[src/rtl/reset_seq_pkg.sv]
// Shared state encoding and parameter defaults for the staged reset sequencer.
package reset_seq_pkg;

  typedef enum logic [1:0] {
    ST_ASSERT  = 2'd0,
    ST_HOLD    = 2'd1,
    ST_RELEASE = 2'd2,
    ST_RUN     = 2'd3
  } seq_state_t;

  localparam int DEF_NUM_CH         = 4;
  localparam int DEF_HOLD_CYCLES    = 8;
  localparam int DEF_STAGGER_CYCLES = 2;
  localparam int DEF_SYNC_STAGES    = 2;
  localparam int DEF_CNT_W          = 32;

  function automatic int max_int(input int a, input int b);
    return (a > b) ? a : b;
  endfunction

endpackage

[src/rtl/rst_sync.sv]
// Reset-release synchroniser: asserts asynchronously, deasserts after STAGES clock edges.
module rst_sync #(
  parameter int STAGES = 2
) (
  input  logic clk,
  input  logic arst_n,
  output logic rst_s
);

  logic [STAGES-1:0] sync_r;

  // Shift ones in once the asynchronous reset is released.
  always_ff @(posedge clk or negedge arst_n) begin
    if (!arst_n) begin
      sync_r <= '0;
    end else begin
      sync_r <= {sync_r[STAGES-2:0], 1'b1};
    end
  end

  assign rst_s = sync_r[STAGES-1];

endmodule

[src/rtl/reset_sequencer.sv]
// Staged per-channel reset release after power-on or a software re-reset request.
module reset_sequencer
  import reset_seq_pkg::*;
#(
  parameter int NUM_CH         = DEF_NUM_CH,
  parameter int HOLD_CYCLES    = DEF_HOLD_CYCLES,
  parameter int STAGGER_CYCLES = DEF_STAGGER_CYCLES,
  parameter int SYNC_STAGES    = DEF_SYNC_STAGES,
  parameter int CNT_W          = DEF_CNT_W
) (
  input  logic              clk,
  input  logic              rst,
  input  logic              sw_rst_req,
  input  logic [NUM_CH-1:0] ch_mask,
  output logic [NUM_CH-1:0] ch_rst_n,
  output logic              busy,
  output logic              done,
  output logic [CNT_W-1:0]  cycle_cnt
);

  localparam int TMR_MAX = max_int(HOLD_CYCLES, STAGGER_CYCLES);
  localparam int TMR_W   = (TMR_MAX > 1) ? $clog2(TMR_MAX) : 1;
  localparam int IDX_W   = (NUM_CH > 1) ? $clog2(NUM_CH) : 1;
  localparam logic [TMR_W-1:0] HOLD_LOAD = TMR_W'(HOLD_CYCLES - 1);
  localparam logic [TMR_W-1:0] STAG_LOAD = TMR_W'(STAGGER_CYCLES - 1);

  logic              rst_s;
  seq_state_t        state_r, state_s;
  logic [TMR_W-1:0]  tmr_r, tmr_s;
  logic [NUM_CH-1:0] sel_r, sel_s;
  logic [IDX_W-1:0]  idx_r, idx_s;
  logic [NUM_CH-1:0] ch_r, ch_s;
  logic              busy_r, busy_s;
  logic              done_r, done_s;
  logic [CNT_W-1:0]  cyc_r, cyc_s;
  int                lo_s;
  logic [IDX_W:0]    hit_s;
  logic [IDX_W:0]    nxt_s;
  logic              more_s;

  rst_sync #(
    .STAGES (SYNC_STAGES)
  ) u_rst_sync (
    .clk    (clk),
    .arst_n (rst),
    .rst_s  (rst_s)
  );

  // Lowest selected channel strictly above index lo; MSB flags a hit.
  function automatic logic [IDX_W:0] find_above(input logic [NUM_CH-1:0] s, input int lo);
    logic [IDX_W:0] r;
    r = '0;
    for (int k = NUM_CH - 1; k >= 0; k--) begin
      if (s[k] && (k > lo)) begin
        r = {1'b1, IDX_W'(k)};
      end else begin
        r = r;
      end
    end
    return r;
  endfunction

  // Channel search: first release scans from the bottom, later ones from the last released.
  always_comb begin
    if (state_r == ST_RELEASE) begin
      lo_s = int'(idx_r);
    end else begin
      lo_s = -1;
    end
    hit_s  = find_above(sel_r, lo_s);
    nxt_s  = find_above(sel_r, int'(hit_s[IDX_W-1:0]));
    more_s = nxt_s[IDX_W];
  end

  // Next-state and registered-output logic.
  always_comb begin
    state_s = state_r;
    tmr_s   = tmr_r;
    sel_s   = sel_r;
    idx_s   = idx_r;
    ch_s    = ch_r;
    busy_s  = busy_r;
    done_s  = 1'b0;
    cyc_s   = cyc_r;
    if (!rst_s) begin
      state_s = ST_ASSERT;
      tmr_s   = '0;
      sel_s   = '1;
      idx_s   = '0;
      ch_s    = '0;
      busy_s  = 1'b1;
      cyc_s   = '0;
    end else begin
      case (state_r)
        ST_ASSERT: begin
          state_s = ST_HOLD;
          tmr_s   = HOLD_LOAD;
          busy_s  = 1'b1;
        end
        ST_HOLD, ST_RELEASE: begin
          if ((state_r == ST_RELEASE) && done_r) begin
            state_s = ST_RUN;
            busy_s  = 1'b0;
            cyc_s   = '0;
          end else if (tmr_r != '0) begin
            tmr_s = tmr_r - TMR_W'(1);
          end else if (hit_s[IDX_W]) begin
            state_s = ST_RELEASE;
            idx_s   = hit_s[IDX_W-1:0];
            ch_s[hit_s[IDX_W-1:0]] = 1'b1;
            tmr_s   = STAG_LOAD;
            done_s  = !more_s;
          end else begin
            // Unreachable with a non-empty selection; recover to RUN.
            state_s = ST_RUN;
            busy_s  = 1'b0;
            cyc_s   = '0;
          end
        end
        ST_RUN: begin
          cyc_s = cyc_r + CNT_W'(1);
          if (sw_rst_req && (ch_mask != '0)) begin
            sel_s   = ch_mask;
            ch_s    = ch_r & ~ch_mask;
            state_s = ST_ASSERT;
            busy_s  = 1'b1;
            cyc_s   = '0;
            tmr_s   = '0;
            idx_s   = '0;
          end else begin
            sel_s = sel_r;
          end
        end
        default: begin
          state_s = ST_ASSERT;
          tmr_s   = '0;
          sel_s   = '1;
          idx_s   = '0;
          ch_s    = '0;
          busy_s  = 1'b1;
          cyc_s   = '0;
        end
      endcase
    end
  end

  // State and output registers.
  always_ff @(posedge clk or negedge rst) begin
    if (!rst) begin
      state_r <= ST_ASSERT;
      tmr_r   <= '0;
      sel_r   <= '1;
      idx_r   <= '0;
      ch_r    <= '0;
      busy_r  <= 1'b1;
      done_r  <= 1'b0;
      cyc_r   <= '0;
    end else begin
      state_r <= state_s;
      tmr_r   <= tmr_s;
      sel_r   <= sel_s;
      idx_r   <= idx_s;
      ch_r    <= ch_s;
      busy_r  <= busy_s;
      done_r  <= done_s;
      cyc_r   <= cyc_s;
    end
  end

  assign ch_rst_n  = ch_r;
  assign busy      = busy_r;
  assign done      = done_r;
  assign cycle_cnt = cyc_r;

endmodule

[config.mk]
export PLATFORM = sky130hd
export DESIGN_NAME = reset_sequencer
export DESIGN_NICKNAME = d
export VERILOG_FILES = /design/src/rtl/reset_seq_pkg.sv /design/src/rtl/rst_sync.sv /design/src/rtl/reset_sequencer.sv
export SDC_FILE = /design/constraint.sdc
export NUM_CORES = 1
export LEC_CHECK = 0
export CAP_MARGIN = 20
export CORE_ASPECT_RATIO = 1.1
export CORE_MARGIN = 5
export CORE_UTILIZATION = 49
export CTS_CLUSTER_SIZE = 10
export DETAILED_ROUTE_END_ITERATION = 16
export PLACE_DENSITY_LB_ADDON = 0.15
export REMOVE_ABC_BUFFERS = 1
export SETUP_SLACK_MARGIN = 0.3
export SLEW_MARGIN = 20
export SYNTH_ARGS = -nofsm -noshare
export SYNTH_HDL_FRONTEND = slang
export SYNTH_SLANG_ARGS = --single-unit
[constraint.sdc]
create_clock -name clk -period 2.2 [get_ports clk]
set_input_delay 0.44 -clock clk [delete_from_list [all_inputs] [get_ports clk]]
set_output_delay 0.44 -clock clk [all_outputs]
set_load 0.03 [all_outputs]
# Word-level counts from Yosys, hierarchy flattened
# Cells that the tools add are included.
[word_totals] register_bits=51 elab_cells=110 inputBits=7 out_inout_bits=38
[classes] mux=53 add_sub_neg=2 n_reduce_logical=21 n_lt_le_gt_ge=9 n_eq_ne=13 bitwise_logic=3
[ops] operator="two-way mux 32 bit" count=6
[ops] operator="greater-than comparator 3 x 32 -> 1 bit (first input constant)" count=2
[ops] operator="one-hot mux 32 bit (2 select lines)" count=1
[ops] operator="two-way mux 3 bit" count=12
[ops] operator="adder 32 x 1 -> 32 bit (second input constant)" count=1
[ops] operator="greater-than comparator 1 x 32 -> 1 bit (first input constant)" count=1
[ops] operator="greater-than comparator 2 x 32 -> 1 bit (first input constant)" count=1
[ops] operator="two-way mux 4 bit" count=8
[ops] operator="two-way mux 2 bit" count=8
[ops] operator="!= test 3 bit (second input constant)" count=5
[ops] operator="two-way mux 1 bit" count=12
[ops] operator="!= test 4 bit (second input constant)" count=3
[ops] operator="logical AND 1 bit" count=10
[ops] operator="one-hot mux 3 bit (3 select lines)" count=1
[ops] operator="AND reduction 3 bit" count=3
[ops] operator="one-hot mux 4 bit (2 select lines)" count=1
[ops] operator="one-hot mux 2 bit (3 select lines)" count=1
[ops] operator="AND reduction 5 bit" count=1
[ops] operator="AND 4 bit" count=1
[ops] operator="== test 2 bit (second input constant)" count=2
[ops] operator="greater-than comparator 2 bit (first input constant)" count=2
[ops] operator="!= test 2 bit (second input constant)" count=2
[ops] operator="NOT 4 bit" count=1
[ops] operator="OR 4 bit" count=1
[ops] operator="14 further kinds" count=15

# Depth between registers and ports, before layout
[logic_depth] word_depth=19 ltp_mapped=9 ltp_nobuf=7

# Hierarchy
# A second synthesis with hierarchy kept.
[hier_totals] cells_unflattened=340 hier_area_um2=3041.7
[by_module_without_submodules] module="reset_sequencer" n_inst=1 area_each_um2=2987.9 seq_area_each_um2=1232.4 cells_per_inst=337
[by_module_without_submodules] module="rst_sync" n_inst=1 area_each_um2=53.8 seq_area_each_um2=50.0 cells_per_inst=3

# Worst setup path after synthesis
# OpenSTA, ideal clock, no wires.
[synth_path] kind="reg2reg" start="register state_r[0]" end="register cyc_r[23] (netlist: cycle_cnt[23])" path_slack_ns=0.057 n_path_buf=2 period_less_slack_ns=2.143 arrival_time_ns=2.005 setup_time_ns=0.138 required_time_ns=2.062 stages_incl_launch_ff=10 cell_sequence="dfrtp_1 > inv_1 > ha_1 > clkbuf_1 > nor2b_1 > a21oi_1 > o22ai_2 > buf_6 > o311ai_2 > o41ai_2"
[synth_via] elab_chain_len=10 elab_cells_between_ends=25 classes_between="4 x order compare; 6 x eq/ne; 8 x mux; 7 x reduce/logical"
[synth_lines] element="from (decl)" line="reset_sequencer.sv:28" rtl="seq_state_t state_r, state_s;"
[synth_lines] element="from (signal assigned)" line="reset_sequencer.sv:159" rtl="state_r <= state_s;"
[synth_lines] element="== test 2 bit" line="reset_sequencer.sv:65, reset_sequencer.sv:94, reset_sequencer.sv:101"
[synth_lines] element="two-way mux 32 bit" line="reset_sequencer.sv:65" rtl="if (state_r == ST_RELEASE) begin"
[synth_lines] element="greater-than comparator 3 x 32 -> 1 bit" line="reset_sequencer.sv:54" rtl="if (s[k] && (k > lo)) begin"
[synth_lines] element="logical AND 1 bit" line="reset_sequencer.sv:54"
[synth_lines] element="two-way mux 3 bit (4 in series)" line="reset_sequencer.sv:54"
[synth_lines] element="!= test 4 bit (no source line)"
[synth_lines] element="AND reduction 3 bit (no source line)"
[synth_lines] element="to (signal assigned)" line="reset_sequencer.sv:166" rtl="cyc_r <= cyc_s;"
[synth_lines] element="to (decl)" line="reset_sequencer.sv:35" rtl="logic [CNT_W-1:0] cyc_r, cyc_s;"
# Several ways; a longest one is shown, not always the timed one.
# A chain may end at the register's enable or synchronous reset.

# Final worst setup path
[layout_path] start="register state_r[1]" end="register ch_r[2] (netlist: ch_rst_n[2])"
[layout_via] elab_chain_len=18 elab_cells_between_ends=35 classes_between="6 x order compare; 8 x eq/ne; 12 x mux; 1 x bitwise; 8 x reduce/logical"
[layout_lines] element="== test 2 bit" line="reset_sequencer.sv:65, reset_sequencer.sv:94, reset_sequencer.sv:101"
[layout_lines] element="two-way mux 32 bit" line="reset_sequencer.sv:65"
[layout_lines] element="greater-than comparator 3 x 32 -> 1 bit" line="reset_sequencer.sv:54"
[layout_lines] element="logical AND 1 bit" line="reset_sequencer.sv:54"
[layout_lines] element="two-way mux 3 bit (4 in series)" line="reset_sequencer.sv:54"
[layout_lines] element="< comparator 2 x 3 -> 1 bit (implied by the code) / greater-or-equal comparator 2 x 1 -> 1 bit (equally long branches)" line="reset_sequencer.sv:110" rtl="ch_s[hit_s[IDX_W-1:0]] = 1'b1;"
[layout_lines] element="logical AND 1 bit (implied by the code)" line="reset_sequencer.sv:110"
[layout_lines] element="two-way mux 1 bit (implied by the code)" line="reset_sequencer.sv:110"
[layout_lines] element="demux 1 bit (select 2 bit)" line="reset_sequencer.sv:110"
[layout_lines] element="OR 4 bit (no source line)"
[layout_lines] element="two-way mux 4 bit" line="reset_sequencer.sv:107" rtl="end else if (hit_s[IDX_W]) begin"
[layout_lines] element="two-way mux 4 bit" line="reset_sequencer.sv:105" rtl="end else if (tmr_r != '0) begin"
[layout_lines] element="two-way mux 4 bit" line="reset_sequencer.sv:101" rtl="if ((state_r == ST_RELEASE) && done_r) begin"
[layout_lines] element="one-hot mux 4 bit (2 select lines)" line="reset_sequencer.sv:94" rtl="case (state_r)"
[layout_lines] element="two-way mux 4 bit" line="reset_sequencer.sv:85" rtl="if (!rst_s) begin"
[layout_lines] element="to (signal assigned)" line="reset_sequencer.sv:163" rtl="ch_r <= ch_s;"
[layout_lines] element="to (decl)" line="reset_sequencer.sv:32" rtl="logic [NUM_CH-1:0] ch_r, ch_s;"
# Several ways; a longest one is shown, not always the timed one. The select of a mux whose other input is x is not followed.

==> qor.txt <==
internal power contribution = 2133 µW
final worst clock skew = 0.006769 ns
dominant register cell in the synthesized netlist = sky130_fd_sc_hd__dfrtp_1
Die Width = 85.17 µm
placer's final routability congestion estimate = 0.9011
clock sink count = 51
setup-violating endpoint count in the final report = 0
post-placement cell area = 0.003750 mm²
CP most frequent cell = sky130_fd_sc_hd__buf_6
# placed instances = 473
Largest stage delay, worst path = 0.45 ns
total number of placement rows = 30
net switching fraction of the power = 38.94%
number of failing hold endpoints at the final stage = 0
post-synth design cell area = 0.003045 mm²
RSZ-0062 raised after global routing = true
FF/Latch Area = 0.001284 mm²
vertical extent of the die = 92.69 µm
worst endpoint required time = 2.40 ns
sequential share of power = 30.2%
number of buffers inserted during clock tree synthesis = 5
list of cells traversed by the critical path = ha_4, buf_6, buf_6, a21bo_4, a221oi_4, o21ai_4, and2_4, o41ai_2
total area of multi-input combinational cells = 0.002231 mm²
run status = completed
portion of the clock cycle consumed by the worst path in the final layout = 97.59%
sequential fraction of the synthesis area = 42.11%
number of unique standard cell types used by synthesis = 59
Peak VDD IR = 0.4043 mV
total wirelength of the detailed-routed design = 10000 µm
NumNets Final = 444
overall via count from detail_route = 3246
crit path kind = reg2reg
FMAX = 0.4658 GHz
H-tree Lvls = 2
max-slew violation count = 0
Worst Tran Pin Value = 0.7020 ns
CTS clock-pin slew for the worst setup and hold paths = 0.10 ns
detailed-router iteration count before antenna repair = 5
Filler cells = 379
Post-Layout Cell Count = 512
largest net degree at the start of global routing = 28
Clock power frac = 17.3%
switching power = 1361 µW
cell type of the slowest stage on the worst timing path = sky130_fd_sc_hd__dfrtp_1
Power Density = 734.7 mW/mm²
MaxCap Viol Count = 0
Area Overhead vs Synth = 56.16%
Root Buffer Master = sky130_fd_sc_hd__clkbuf_8
area enclosed by the die boundary = 0.007894 mm²
critical path capture point type = flop
Async SR Flop Fraction = 100.0%
arrival time of the worst setup path = 2.35 ns
ratio of routed vias to standard cells = 6.340
post-synthesis cell count = 333
buffer depth of the longest clock path = 2
DRC violation count after routing = 0
Initial Util = 49.78%
proportion of layout cells with a drive suffix above 1 = 39.12%
Synthesis Warnings = 0
crit path time final = 2.147 ns
via count of the first global-routing pass = 3051
largest fanout on the critical path = 5
routed length per placed instance = 19.53 µm
number of top-level design ports = 45
Relative slew margins = 52.99%
final instance area = 0.004756 mm²
count of hold buffers inserted by post-cts repair = 0
DP HPWL = 5818 µm
average size of a mapped cell = 9.145 µm²
global-route wire length before repair = 15300 µm
gr usage total = 23.51%
GRT Residual Overflow = 0
Comb power frac = 52.4%
number of nets with antenna violations after routing = 0
Startpoint Class = flop
leakage power figure = 0.002263 µW
hold crit path type = in2async
synthesized flop and latch total = 51
antenna violations before repair = 0
clock tree from TritonCTS = done
Port Buf Inserts = 44
number of synthesized flops with an enable pin = 0
total inserted antenna cells = 0
Skew-Pair Late Insertion Delay = 0.30 ns
core area = 0.006118 mm²
Iter 0 DRT Violations = 170
[power groups by stage]
stage	combinational, µW	sequential, µW	clock [µW]
4_1_cts	1420	1050	617
3_3_place_gp	927	1070	0
2_1_floorplan	525	1090	0
3_5_place_dp	932	1070	0
5_1_grt	1930	1060	658
6_report	1830	1060	605
[placed cells by master, fill, tap and decap left out, types with 13 or more instances in the layout]
cell | Yosys | routed
sky130_fd_sc_hd__dlygate4sd2_1 | 0 | 16
sky130_fd_sc_hd__dlymetal6s2s_1 | 0 | 14
sky130_fd_sc_hd__nor2_1 | 15 | 14
sky130_fd_sc_hd__buf_4 | 1 | 40
sky130_fd_sc_hd__clkdlybuf4s50_1 | 0 | 13
sky130_fd_sc_hd__dfrtp_1 | 46 | 45
sky130_fd_sc_hd__a31oi_1 | 14 | 13
sky130_fd_sc_hd__nand3_1 | 35 | 30
sky130_fd_sc_hd__o31ai_2 | 0 | 13
sky130_fd_sc_hd__o21ai_2 | 0 | 19
sky130_fd_sc_hd__nand2_1 | 35 | 33
[through the flow]
| step | worst slack (ns) | hold slack (ns) | utilization (%) | setup TNS [ns] | power [µW] |
|---|---|---|---|---|---|
| after floorplan | -0.1482 | 0.1444 | - | -0.4712 | 1612 |
| after global placement | -0.1693 | 0.3345 | 61.29 | -1.185 | 1994 |
| after detailed placement | -0.1697 | 0.3355 | 61.29 | -2.221 | 2001 |
| after CTS | 0.1991 | 0.1425 | 69.92 | 0 | 3092 |
| after global routing | -0.01432 | 0.1711 | 77.73 | -0.01432 | 3653 |
| final | 0.05299 | 0.1399 | 77.73 | 0 | 3494 |
[registers in the layout (all words and copies together), names as in the netlist]
signal,count
done,1
tmr_r,3
ch_rst_n,4
cycle_cnt,32
sel_r,4
u_rst_sync.sync_r,2
state_r,2
busy,1
idx_r,2
[cells by family after synthesis]
logic type,share of synthesized area [%]
adder cells (fa/ha/maj),2.465
AO/OA/AOI/OAI,26.79
other,0.1231
buffers and inverters,3.985
multiplexers,0.9861
AND/OR/NAND/NOR,23.54
flip-flops,42.11
[worst max-delay path, delay by kind of cell, from the launching register on]
kind	cells	cell delay (ns)
AO/OA/AOI/OAI	4	0.96
adder cells (fa/ha/maj)	1	0.21
buffers and inverters	2	0.23
flip-flops	1	0.45
AND/OR/NAND/NOR	1	0.21
[cell usage after synthesis, types with 3 or more instances]
cell type	instances	area (µm²)
sky130_fd_sc_hd__clkbuf_1	11	41.29
sky130_fd_sc_hd__o21ai_0	39	195.2
sky130_fd_sc_hd__nor4_1	3	18.77
sky130_fd_sc_hd__o41ai_1	4	35.03
sky130_fd_sc_hd__and3_1	6	37.54
sky130_fd_sc_hd__ha_1	6	75.07
sky130_fd_sc_hd__o31ai_1	18	135.1
sky130_fd_sc_hd__nand3_1	35	175.2
sky130_fd_sc_hd__and2_1	5	31.28
sky130_fd_sc_hd__a31oi_1	14	87.58
sky130_fd_sc_hd__o22ai_1	3	18.77
sky130_fd_sc_hd__nor3_1	5	25.02
sky130_fd_sc_hd__nand2_1	35	131.4
sky130_fd_sc_hd__o211ai_1	4	30.03
sky130_fd_sc_hd__dfstp_2	5	131.4
sky130_fd_sc_hd__inv_1	12	45.04
sky130_fd_sc_hd__nor2b_1	4	25.02
sky130_fd_sc_hd__o41ai_2	4	65.06
sky130_fd_sc_hd__a21oi_1	6	30.03
sky130_fd_sc_hd__nor2_1	15	56.30
sky130_fd_sc_hd__nand4_1	5	31.28
sky130_fd_sc_hd__mux2i_1	3	30.03
sky130_fd_sc_hd__dfrtp_1	46	1151
sky130_fd_sc_hd__nand2b_1	4	25.02
[final timing paths]
kind	start	end	slack (ns)	cells past startpoint
worst max-delay path	state_r[1]	ch_rst_n[2]	0.05	8
worst min-delay path	rst	ch_rst_n[0]	0.14	1
worst max register to register	state_r[1]	ch_rst_n[2]	0.05	8
worst min register to register	u_rst_sync.sync_r[0]	u_rst_sync.sync_r[1]	0.36	0
max in group asynchronous	rst	busy	1.43	2
min in group clk	u_rst_sync.sync_r[0]	u_rst_sync.sync_r[1]	0.36	0
[routing by layer]
metal | global-route usage, % | vias to the layer above | part of all wire, %
met2 | 39.96 | 113 | 52
met3 | 3.559 | 31 | 4.1
li1 | - | 1479 | -
met4 | 6.464 | 0 | 3.1
met1 | 30.99 | 1623 | 40
met5 | 0 | - | 0
[final cells by class]
class,count,area share [%]
multi-input combinational,260,46.91
sequential,51,26.99
timing repair buffer,101,20.94
clock buffer,8,2.105
tap,80,2.105
inverter,12,0.9471
[what timing repair did]
action,CTS,global route
endpoints found under the setup margin,61,59
pin swaps,29,44
gates cloned,5,3
setup buffers,14,9
resized for setup,85,90
Power figures use the tool's default switching activity.
